**config.mk**
```make
export PLATFORM = sky130hd
export DESIGN_NAME = sram_mem_ctrl
export DESIGN_NICKNAME = d
export VERILOG_FILES = /design/src/rtl/sram_mem_ctrl.sv
export SDC_FILE = /design/constraint.sdc
export NUM_CORES = 1
export LEC_CHECK = 0
export BUFFER_PORTS_ARGS = -buffer_cell sky130_fd_sc_hd__buf_2
export CAP_MARGIN = 30
export CORE_ASPECT_RATIO = 0.75
export CORE_UTILIZATION = 45
export DETAILED_ROUTE_END_ITERATION = 16
export GPL_ROUTABILITY_DRIVEN = 0
export MAX_ROUTING_LAYER = met4
export PLACE_DENSITY = 0.73
export SYNTH_ARGS = -nofsm -noshare
export SYNTH_HDL_FRONTEND = slang
export SYNTH_SLANG_ARGS = --single-unit
```
**constraint.sdc**
```tcl
create_clock -name clk -period 2.6 [get_ports clk]
set_clock_uncertainty 0.2 [all_clocks]
set_input_delay 0.52 -clock clk [delete_from_list [all_inputs] [get_ports clk]]
set_output_delay 0.52 -clock clk [all_outputs]
set_load 0.03 [all_outputs]
```
**src/rtl/sram_mem_ctrl.sv**
```systemverilog
// Memory-stage controller: splits 32-bit LDR/STR accesses into two 16-bit SRAM half-word cycles.
// Optional one-entry last-read buffer is enabled by defining SRAM_LAST_READ_CACHE_EN.
module sram_mem_ctrl #(
    parameter int unsigned ADDR_BASE   = 1024,
    parameter int unsigned WAIT_CYCLES = 5,
    parameter int unsigned SRAM_AW     = 18
) (
    input  logic               clk,
    input  logic               rst,
    input  logic               wr_en,
    input  logic               rd_en,
    input  logic [31:0]        address,
    input  logic [31:0]        write_data,
    output logic [31:0]        read_data,
    output logic               ready,
    output logic [SRAM_AW-1:0] sram_addr,
    output logic [15:0]        sram_wdata,
    input  logic [15:0]        sram_rdata,
    output logic               sram_we_n
);

    localparam int unsigned WW = SRAM_AW - 1;

    if (WAIT_CYCLES < 3 || WAIT_CYCLES > 15) begin : g_bad_wait
        $error("sram_mem_ctrl: WAIT_CYCLES must be in 3..15");
    end

    typedef enum logic [2:0] {S_IDLE, S_LO, S_HI, S_WAIT, S_DONE} state_t;

    state_t        state_q, state_d;
    logic          is_wr_q, is_wr_d;
    logic [WW-1:0] word_q, word_d;
    logic [31:0]   wd_q, wd_d;
    logic [15:0]   lo_buf_q, lo_buf_d;
    logic [31:0]   read_data_q, read_data_d;
    logic [3:0]    cnt_q, cnt_d;

    logic [31:0]   off;
    logic [WW-1:0] word_in;
    logic          req;
    logic          hit;
    logic          unused_off;

    assign off        = address - 32'(ADDR_BASE);
    assign word_in    = off[SRAM_AW:2];
    assign unused_off = ^{off[31:SRAM_AW+1], off[1:0]};
    assign req        = rd_en | wr_en;
    assign read_data  = read_data_q;

`ifdef SRAM_LAST_READ_CACHE_EN
    logic          c_vld_q, c_vld_d;
    logic [WW-1:0] c_tag_q, c_tag_d;
    logic [31:0]   c_data_q, c_data_d;

    // A simultaneous write wins, so only a pure read may hit.
    assign hit = rd_en && !wr_en && c_vld_q && (c_tag_q == word_in);
`else
    assign hit = 1'b0;
`endif

    always_comb begin
        state_d     = state_q;
        is_wr_d     = is_wr_q;
        word_d      = word_q;
        wd_d        = wd_q;
        lo_buf_d    = lo_buf_q;
        read_data_d = read_data_q;
        cnt_d       = cnt_q;
`ifdef SRAM_LAST_READ_CACHE_EN
        c_vld_d     = c_vld_q;
        c_tag_d     = c_tag_q;
        c_data_d    = c_data_q;
`endif
        ready       = 1'b0;
        sram_we_n   = 1'b1;
        sram_addr   = '0;
        sram_wdata  = '0;

        case (state_q)
            S_IDLE: begin
                ready = !req;
                if (hit) begin
                    ready = 1'b1;
`ifdef SRAM_LAST_READ_CACHE_EN
                    read_data_d = c_data_q;
`endif
                end else if (req) begin
                    state_d = S_LO;
                    is_wr_d = wr_en;
                    word_d  = word_in;
                    wd_d    = write_data;
                end
            end
            S_LO: begin
                sram_addr = {word_q, 1'b0};
                if (is_wr_q) begin
                    sram_we_n  = 1'b0;
                    sram_wdata = wd_q[15:0];
                end else begin
                    lo_buf_d = sram_rdata;
                end
                state_d = S_HI;
            end
            S_HI: begin
                sram_addr = {word_q, 1'b1};
                if (is_wr_q) begin
                    sram_we_n  = 1'b0;
                    sram_wdata = wd_q[31:16];
`ifdef SRAM_LAST_READ_CACHE_EN
                    // Write-through keeps the buffered word coherent.
                    if (c_vld_q && c_tag_q == word_q) c_data_d = wd_q;
`endif
                end else begin
                    read_data_d = {sram_rdata, lo_buf_q};
`ifdef SRAM_LAST_READ_CACHE_EN
                    c_vld_d  = 1'b1;
                    c_tag_d  = word_q;
                    c_data_d = {sram_rdata, lo_buf_q};
`endif
                end
                cnt_d   = 4'(WAIT_CYCLES - 3);
                state_d = (WAIT_CYCLES == 3) ? S_DONE : S_WAIT;
            end
            S_WAIT: begin
                if (cnt_q <= 4'd1) begin
                    cnt_d   = '0;
                    state_d = S_DONE;
                end else begin
                    cnt_d = cnt_q - 4'd1;
                end
            end
            S_DONE: begin
                ready   = 1'b1;
                state_d = S_IDLE;
            end
            default: state_d = S_IDLE;
        endcase
    end

    always_ff @(posedge clk) begin
        if (rst) begin
            state_q     <= S_IDLE;
            is_wr_q     <= 1'b0;
            word_q      <= '0;
            wd_q        <= '0;
            lo_buf_q    <= '0;
            read_data_q <= '0;
            cnt_q       <= '0;
`ifdef SRAM_LAST_READ_CACHE_EN
            c_vld_q     <= 1'b0;
            c_tag_q     <= '0;
            c_data_q    <= '0;
`endif
        end else begin
            state_q     <= state_d;
            is_wr_q     <= is_wr_d;
            word_q      <= word_d;
            wd_q        <= wd_d;
            lo_buf_q    <= lo_buf_d;
            read_data_q <= read_data_d;
            cnt_q       <= cnt_d;
`ifdef SRAM_LAST_READ_CACHE_EN
            c_vld_q     <= c_vld_d;
            c_tag_q     <= c_tag_d;
            c_data_q    <= c_data_d;
`endif
        end
    end

endmodule

```
==> results by group, run 1 <==
Synth
  • Netlist cell types: 43
  • Register area share after synthesis: 47.1%
  • EDFF count, synth: 0
  • Asr flop ratio synth: 0%
  • Mapped Nets: 644
  • Synth warn: 0
  • Ys flop type: dfxtp_1
  • Mapped Area: 4460 um^2
  • Flops & latches, synth: 105
  • Syn avg cell area: 8.01 um^2
  • Mapped Cells: 557

Critical path
  • Worst reg2reg path depth: 3
  • Crit Reg-Reg Endpoint: lo_buf_q[14]$_SDFFE_PP0P_
  • CP max FO: 17
  • Flop2flop setup slack: 0.54 ns
  • Crit. End Element: primary output
  • CP startpoint kind: register
  • Critical path type: reg2out
  • Worst r2r src: is_wr_q$_SDFFE_PP0P_
  • Critical Path RT: 1.88 ns
  • Worst EP arrival: 1.79 ns
  • CP startpoint: state_q[0]$_SDFFE_PP0P_

CTS
  • Clk root buf: clkbuf_16
  • CTS HTree Levels: 3
  • Clock Sinks: 105
  • CTS tree: yes
  • Clk pin slew, worst setup/hold paths: 0.07 ns
  • Setup Buffers After CTS: 0
  • Cts hold-fix bufs: 0
  • Clock Path Buffers: 2
  • CTS buffer count: 9
  • Clk Latency, worst-skew pair: 0.34 ns

Power
  • Pwr Total: 4.05 mW
  • Peak supply drop: 0.427 mV
  • Lkg Pwr: 2.27 nW
  • PwrDens: 724 nW/um^2

Detailed routing
  • Post-Route WL: 11600 um
  • 1st-iter DRT viols: 274
  • DRC: 0
  • Via count: 4254
  • Vias per cell: 5.28
  • First-pass detailed-route iteration total: 4
  • Detail Route Antenna Nets: 0
  • Wire per inst: 14.5 um

GRT
  • Initial antenna violation count: 0
  • First-pass GRT wire length: 18400 um
  • Largest net degree at the start of global routing: 54
  • Number of global-route vias before repair: 3816
  • GR Util All Layers: 23.8%
  • Global route overflow: 0

Timing
  • Final TNS setup: 0 ns
  • Post-route minimum period: 2.51 ns
  • RSZ-0062 raised after global routing: false
  • Normalized max-slew margin: 46.3%
  • Slew @ Worst Pin: 0.805 ns
  • Final Cycle Share: 96.5%
  • Setup-failing EPs final: 0
  • Hold_ws: 0.219 ns
  • Fmax: 0.399 GHz
  • Final hold vios: 0
  • Slew Limit Fails: 0

Layout
  • Final core occ: 57.9%
  • Post-Layout Inst Area: 5590 um^2
  • Final #Nets: 755
  • Antenna cells: 0
  • FILL cells: 924
  • Layout area overhead: 25.4%
  • Share of layout cells above drive strength 1: 26.6%

Die
  • Die span in x: 117 um
  • Initial Util: 46.2%
  • Row count: 31
  • Io pins: 152
  • Die ar.: 10300 um^2
  • Total core area: 9660 um^2
  • Die Span Y: 88.2 um

Min path
  • Hold Startpoint: address[10]
  • Hold Path Stages: 2
  • Worst Hold End: word_q[8]$_SDFFE_PP0P_
  • Worst hold path type: in2reg

Job
  • Max-cap violations: 0

Place
  • Dpl cell area: 5250 um^2
  • Port-buffer cells: 136
  • Post-DP HPWL: 7740 um

Status
  • Status: completed
## area by class of cell
type / count / area [um^2] / share of cell area, %
clock buffer: 10 / 229 / 4.09
inverter: 4 / 15.0 / 0.268
timing repair buffer: 151 / 832 / 14.9
multi-input combinational: 397 / 2160 / 38.6
clock inverter: 6 / 92.6 / 1.66
tap: 132 / 165 / 2.95
sequential: 105 / 2100 / 37.6
## how the worst max path moves through the flow
| stage | endpoint | slack, ns |
|---|---|---|
| after floorplan | sram_wdata[11] | 0.13 |
| after global placement | sram_addr[7] | 0.27 |
| after detailed placement | sram_addr[7] | 0.16 |
| after CTS | sram_wdata[8] | 0.01 |
| after global routing | sram_wdata[7] | 0.001 |
| final | sram_wdata[8] | 0.09 |
## where the power goes
part	total [mW]	leakage, nW	internal (mW)	switching (mW)
sequential	1.81	0.859	1.74	0.0730
combinational	0.802	1.26	0.283	0.519
clock	1.44	0.149	0.847	0.591
total	4.05	2.27	2.87	1.18
## through the flow
step,worst slack (ns),cells
floorplan,0.135,557
global placement,0.271,789
detailed placement,0.161,789
CTS,0.0126,805
global route,0.00105,805
finish,0.0909,805
## metal layers
layer | vias up | GRT usage, % | share of wire [%]
li1 | 2153 | - | -
met1 | 1972 | 30.6 | 46
met2 | 116 | 36.7 | 47
met3 | 13 | 6.03 | 5.4
met4 | 0 | 7.48 | 1.3
met5 | - | - | 0
## cells in the mapped netlist (3+ instances only)
cell type / count / area, um^2
nand3_1: 41 / 205
a22oi_1: 16 / 120
nor2b_1: 20 / 125
a211oi_1: 5 / 37.5
o21ai_0: 44 / 220
nor2_1: 8 / 30.0
buf_2: 13 / 65.1
a21oi_1: 100 / 500
clkbuf_1: 36 / 135
ha_1: 3 / 37.5
dfxtp_1: 105 / 2100
inv_1: 4 / 15.0
xnor2_1: 3 / 26.3
a311oi_1: 6 / 52.6
nand2_1: 99 / 372
and2_1: 17 / 106
## layout by cell type, fill, tap and decap left out, types with 2 or more instances in the layout
cell type   instances
buf_6               3
inv_1               4
a311oi_1            6
o31ai_1             2
buf_12              2
xnor2_1             3
or4b_1              2
o21ai_0            44
nor2_4              2
nor3_1              2
nor2b_1            20
nor4b_4             2
a211oi_1            5
nand2_1            99
nor3b_2             2
and2_1             17
a22oi_1            16
clkinvlp_4          2
buf_4              11
ha_1                3
buf_2             135
a31oi_1             2
nand3_1            41
dfxtp_1           105
nand3b_1            2
clkbuf_16           9
nor2_1              6
or2_2               2
bufinv_16           2
o2111ai_1           2
clkinv_4            2
a21oi_1           100
or3_1               2
## state kept, by name, indices dropped and copies added (netlist names)
signal and cells:
read_data 32, wd_q 32, lo_buf_q 16, word_q 17, is_wr_q 1, cnt_q 4
state_q 3
## worst max-delay path, cell delays in order, from the launching register on
cell	delay [ns]
dfxtp_1	0.36
buf_6	0.19
nor3b_2	0.20
buf_6	0.20
a22oi_1	0.11
nor2b_1	0.15
buf_2	0.22
## what timing repair did
| action | in CTS | in global routing |
|---|---|---|
| setup endpoints to repair | 18 | 20 |
| resized for setup | 1 | 4 |
| gates cloned | 0 | 0 |
## cells by family after synthesis
family | share of synthesized area (%)
buffers and inverters | 5.08
DFF | 47.1
AOI/OAI and AO/OA | 22.9
xor gates and xnor gates | 0.589
and+or+nand+nor | 23.5
adders and majority gates | 0.842
(Power assumes the default switching activity.)
==> inputs of run 2 (changes only) <==
==> constraint.sdc (replaced) <==
create_clock -name clk -period 2.6 [get_ports clk]
set_clock_uncertainty 0.2 [all_clocks]
set_input_delay 0.39 -clock clk [delete_from_list [all_inputs] [get_ports clk]]
set_output_delay 0.39 -clock clk [all_outputs]
set_load 0.03 [all_outputs]
==> run 2 against run 1 <==
Total power shrank 2.9%. Register-to-register slack improved by 0.06 ns. Count of clock-buffer cells in the layout increased by 1. Design area is 0.87% lower. Cell count rose by 0.25%. Critical path type unchanged. Largest cell class unchanged. Highest routed layer unchanged.
==> results by group, run 2 (synthesis results as in run 1) <==
Status
  • Status: completed

Die
  • Die ar.: 10300 um^2
  • Total core area: 9660 um^2
  • Die span in x: 117 um
  • Io pins: 152
  • Initial Util: 46.2%
  • Die Span Y: 88.2 um
  • Row count: 31

Critical path
  • Worst reg2reg path depth: 4
  • Critical path's most frequent cell: buf_4
  • Critical Path RT: 2.01 ns
  • Critical Path Slowest Stage Cell: dfxtp_1
  • Worst EP arrival: 1.82 ns
  • Crit. End Element: primary output
  • Critical path type: reg2out
  • Max incr delay on CP: 0.47 ns
  • CP max FO: 12
  • CP startpoint kind: register
  • Critical path, cell by cell: buf_4 -> xnor2_1 -> nor2_1 -> buf_4 -> and2_1 -> buf_2

Timing
  • Post-route minimum period: 2.41 ns
  • Final Cycle Share: 92.8%
  • Normalized max-slew margin: 56.5%
  • Final hold vios: 0
  • Worst Slack Setup Final: 0.187 ns
  • RSZ-0062 raised after global routing: false
  • Setup-failing EPs final: 0
  • Slew @ Worst Pin: 0.652 ns
  • Fmax: 0.414 GHz
  • Final TNS setup: 0 ns
  • Slew Limit Fails: 0

Detailed routing
  • Vias per cell: 5.37
  • Post-Route WL: 11600 um
  • Detail Route Antenna Nets: 0
  • Wire per inst: 14.4 um
  • 1st-iter DRT viols: 359
  • Via count: 4335
  • First-pass detailed-route iteration total: 5
  • DRC: 0

GRT
  • Number of global-route vias before repair: 3860
  • Global route overflow: 0
  • Largest net degree at the start of global routing: 65
  • Initial antenna violation count: 0
  • GR Util All Layers: 23.7%
  • First-pass GRT wire length: 18500 um

Layout
  • Final #Nets: 759
  • Fin cells: 807
  • Commonest non-fill, non-tap cell in the layout: buf_2
  • Share of layout cells above drive strength 1: 26.8%
  • Antenna cells: 0
  • Layout area overhead: 24.4%
  • Commonest cells after routing, fill and taps aside: 135 x buf_2, 104 x dfxtp_1, 100 x a21oi_1, 99 x nand2_1, 44 x o21ai_0
  • Post-Layout Inst Area: 5550 um^2

CTS
  • Clk root buf: clkbuf_16
  • CTS tree: yes
  • Clk pin slew, worst setup/hold paths: 0.06 ns
  • Setup Buffers After CTS: 0
  • Clock Sinks: 105
  • CTS buffer count: 9
  • CTS HTree Levels: 3
  • Clk Latency, worst-skew pair: 0.34 ns
  • Clock Path Buffers: 2

Power
  • Switching Share: 29.3%
  • Comb pwr share: 20.4%
  • PwrDens: 710 nW/um^2
  • P_sw: 1.15 mW
  • Lkg Pwr: 2.26 nW
  • Int Pwr: 2.78 mW
  • Peak supply drop: 0.385 mV
  • Clock Power Share: 33.6%
  • Power share of the sequential group: 46.0%

Place
  • Port-buffer cells: 136
  • Dpl ws: 0.484 ns
  • Post-DP HPWL: 7960 um
  • Placed Cells incl. Taps: 793
  • Dpl cell area: 5260 um^2

Job
  • Max-cap violations: 0

Min path
  • Hold Path Stages: 2
  • Worst hold path type: in2reg
run 2: area by class of cell:
type | instances | area (um^2)
fillers | 892 | 4110
multi-input cells | 397 | 2150
inverters | 4 | 15.0
well taps | 132 | 165
flip-flops and latches | 105 | 2100
clock inverters | 3 | 42.5
clock buffers | 11 | 243
repair buffers | 155 | 826
run 2: metrics by stage:
stage,util [%],hold WS [ns],total power [mW]
finish,57.4,0.0908,3.93
global route,57.4,0.0909,4.13
CTS,57.4,0.0748,3.96
detailed placement,54.5,0.244,2.64
global placement,54.5,0.237,2.62
floorplan,-,0.232,2.38
run 2: path summary, 6_finish.rpt:
| kind | startpoint | endpoint | slack, ns |
|---|---|---|---|
| max | state_q[1]$_SDFFE_PP0P_ | sram_addr[17] | 0.19 |
| min reg2reg | read_data[2]$_SDFFE_PP0P_ | read_data[2]$_SDFFE_PP0P_ | 0.25 |
| min | address[10] | word_q[8]$_SDFFE_PP0P_ | 0.09 |
| max reg2reg | state_q[2]$_SDFFE_PP0P_ | wd_q[27]$_SDFFE_PP0P_ | 0.60 |
run 2: layer usage:
layer	GRT usage (%)	wire length [um]	vias to the layer above
met4	6.90	127	0
met3	5.68	592	10
met2	36.6	5480	116
li1	-	-	2149
met5	-	0	-
met1	31.0	5410	2060
run 2: critical path: cells and delay by family (launching register included):
kind | cells | cell delay, ns
flops | 1 | 0.47
xor+xnor | 1 | 0.07
buf+inv | 3 | 0.64
simple gates | 2 | 0.30
run 2: what timing repair did:
item | in CTS | in global routing
hold buffers | 0 | 0
setup endpoints to repair | 0 | 6
resized for setup | 0 | 1
run 2: power groups by stage:
stage / registers [mW] / logic, mW / clock network (mW)
4_1_cts: 1.81 / 0.801 / 1.35
6_report: 1.81 / 0.801 / 1.32
3_5_place_dp: 1.84 / 0.799 / 0
2_1_floorplan: 1.86 / 0.515 / 0
3_3_place_gp: 1.83 / 0.783 / 0
5_1_grt: 1.83 / 0.884 / 1.42
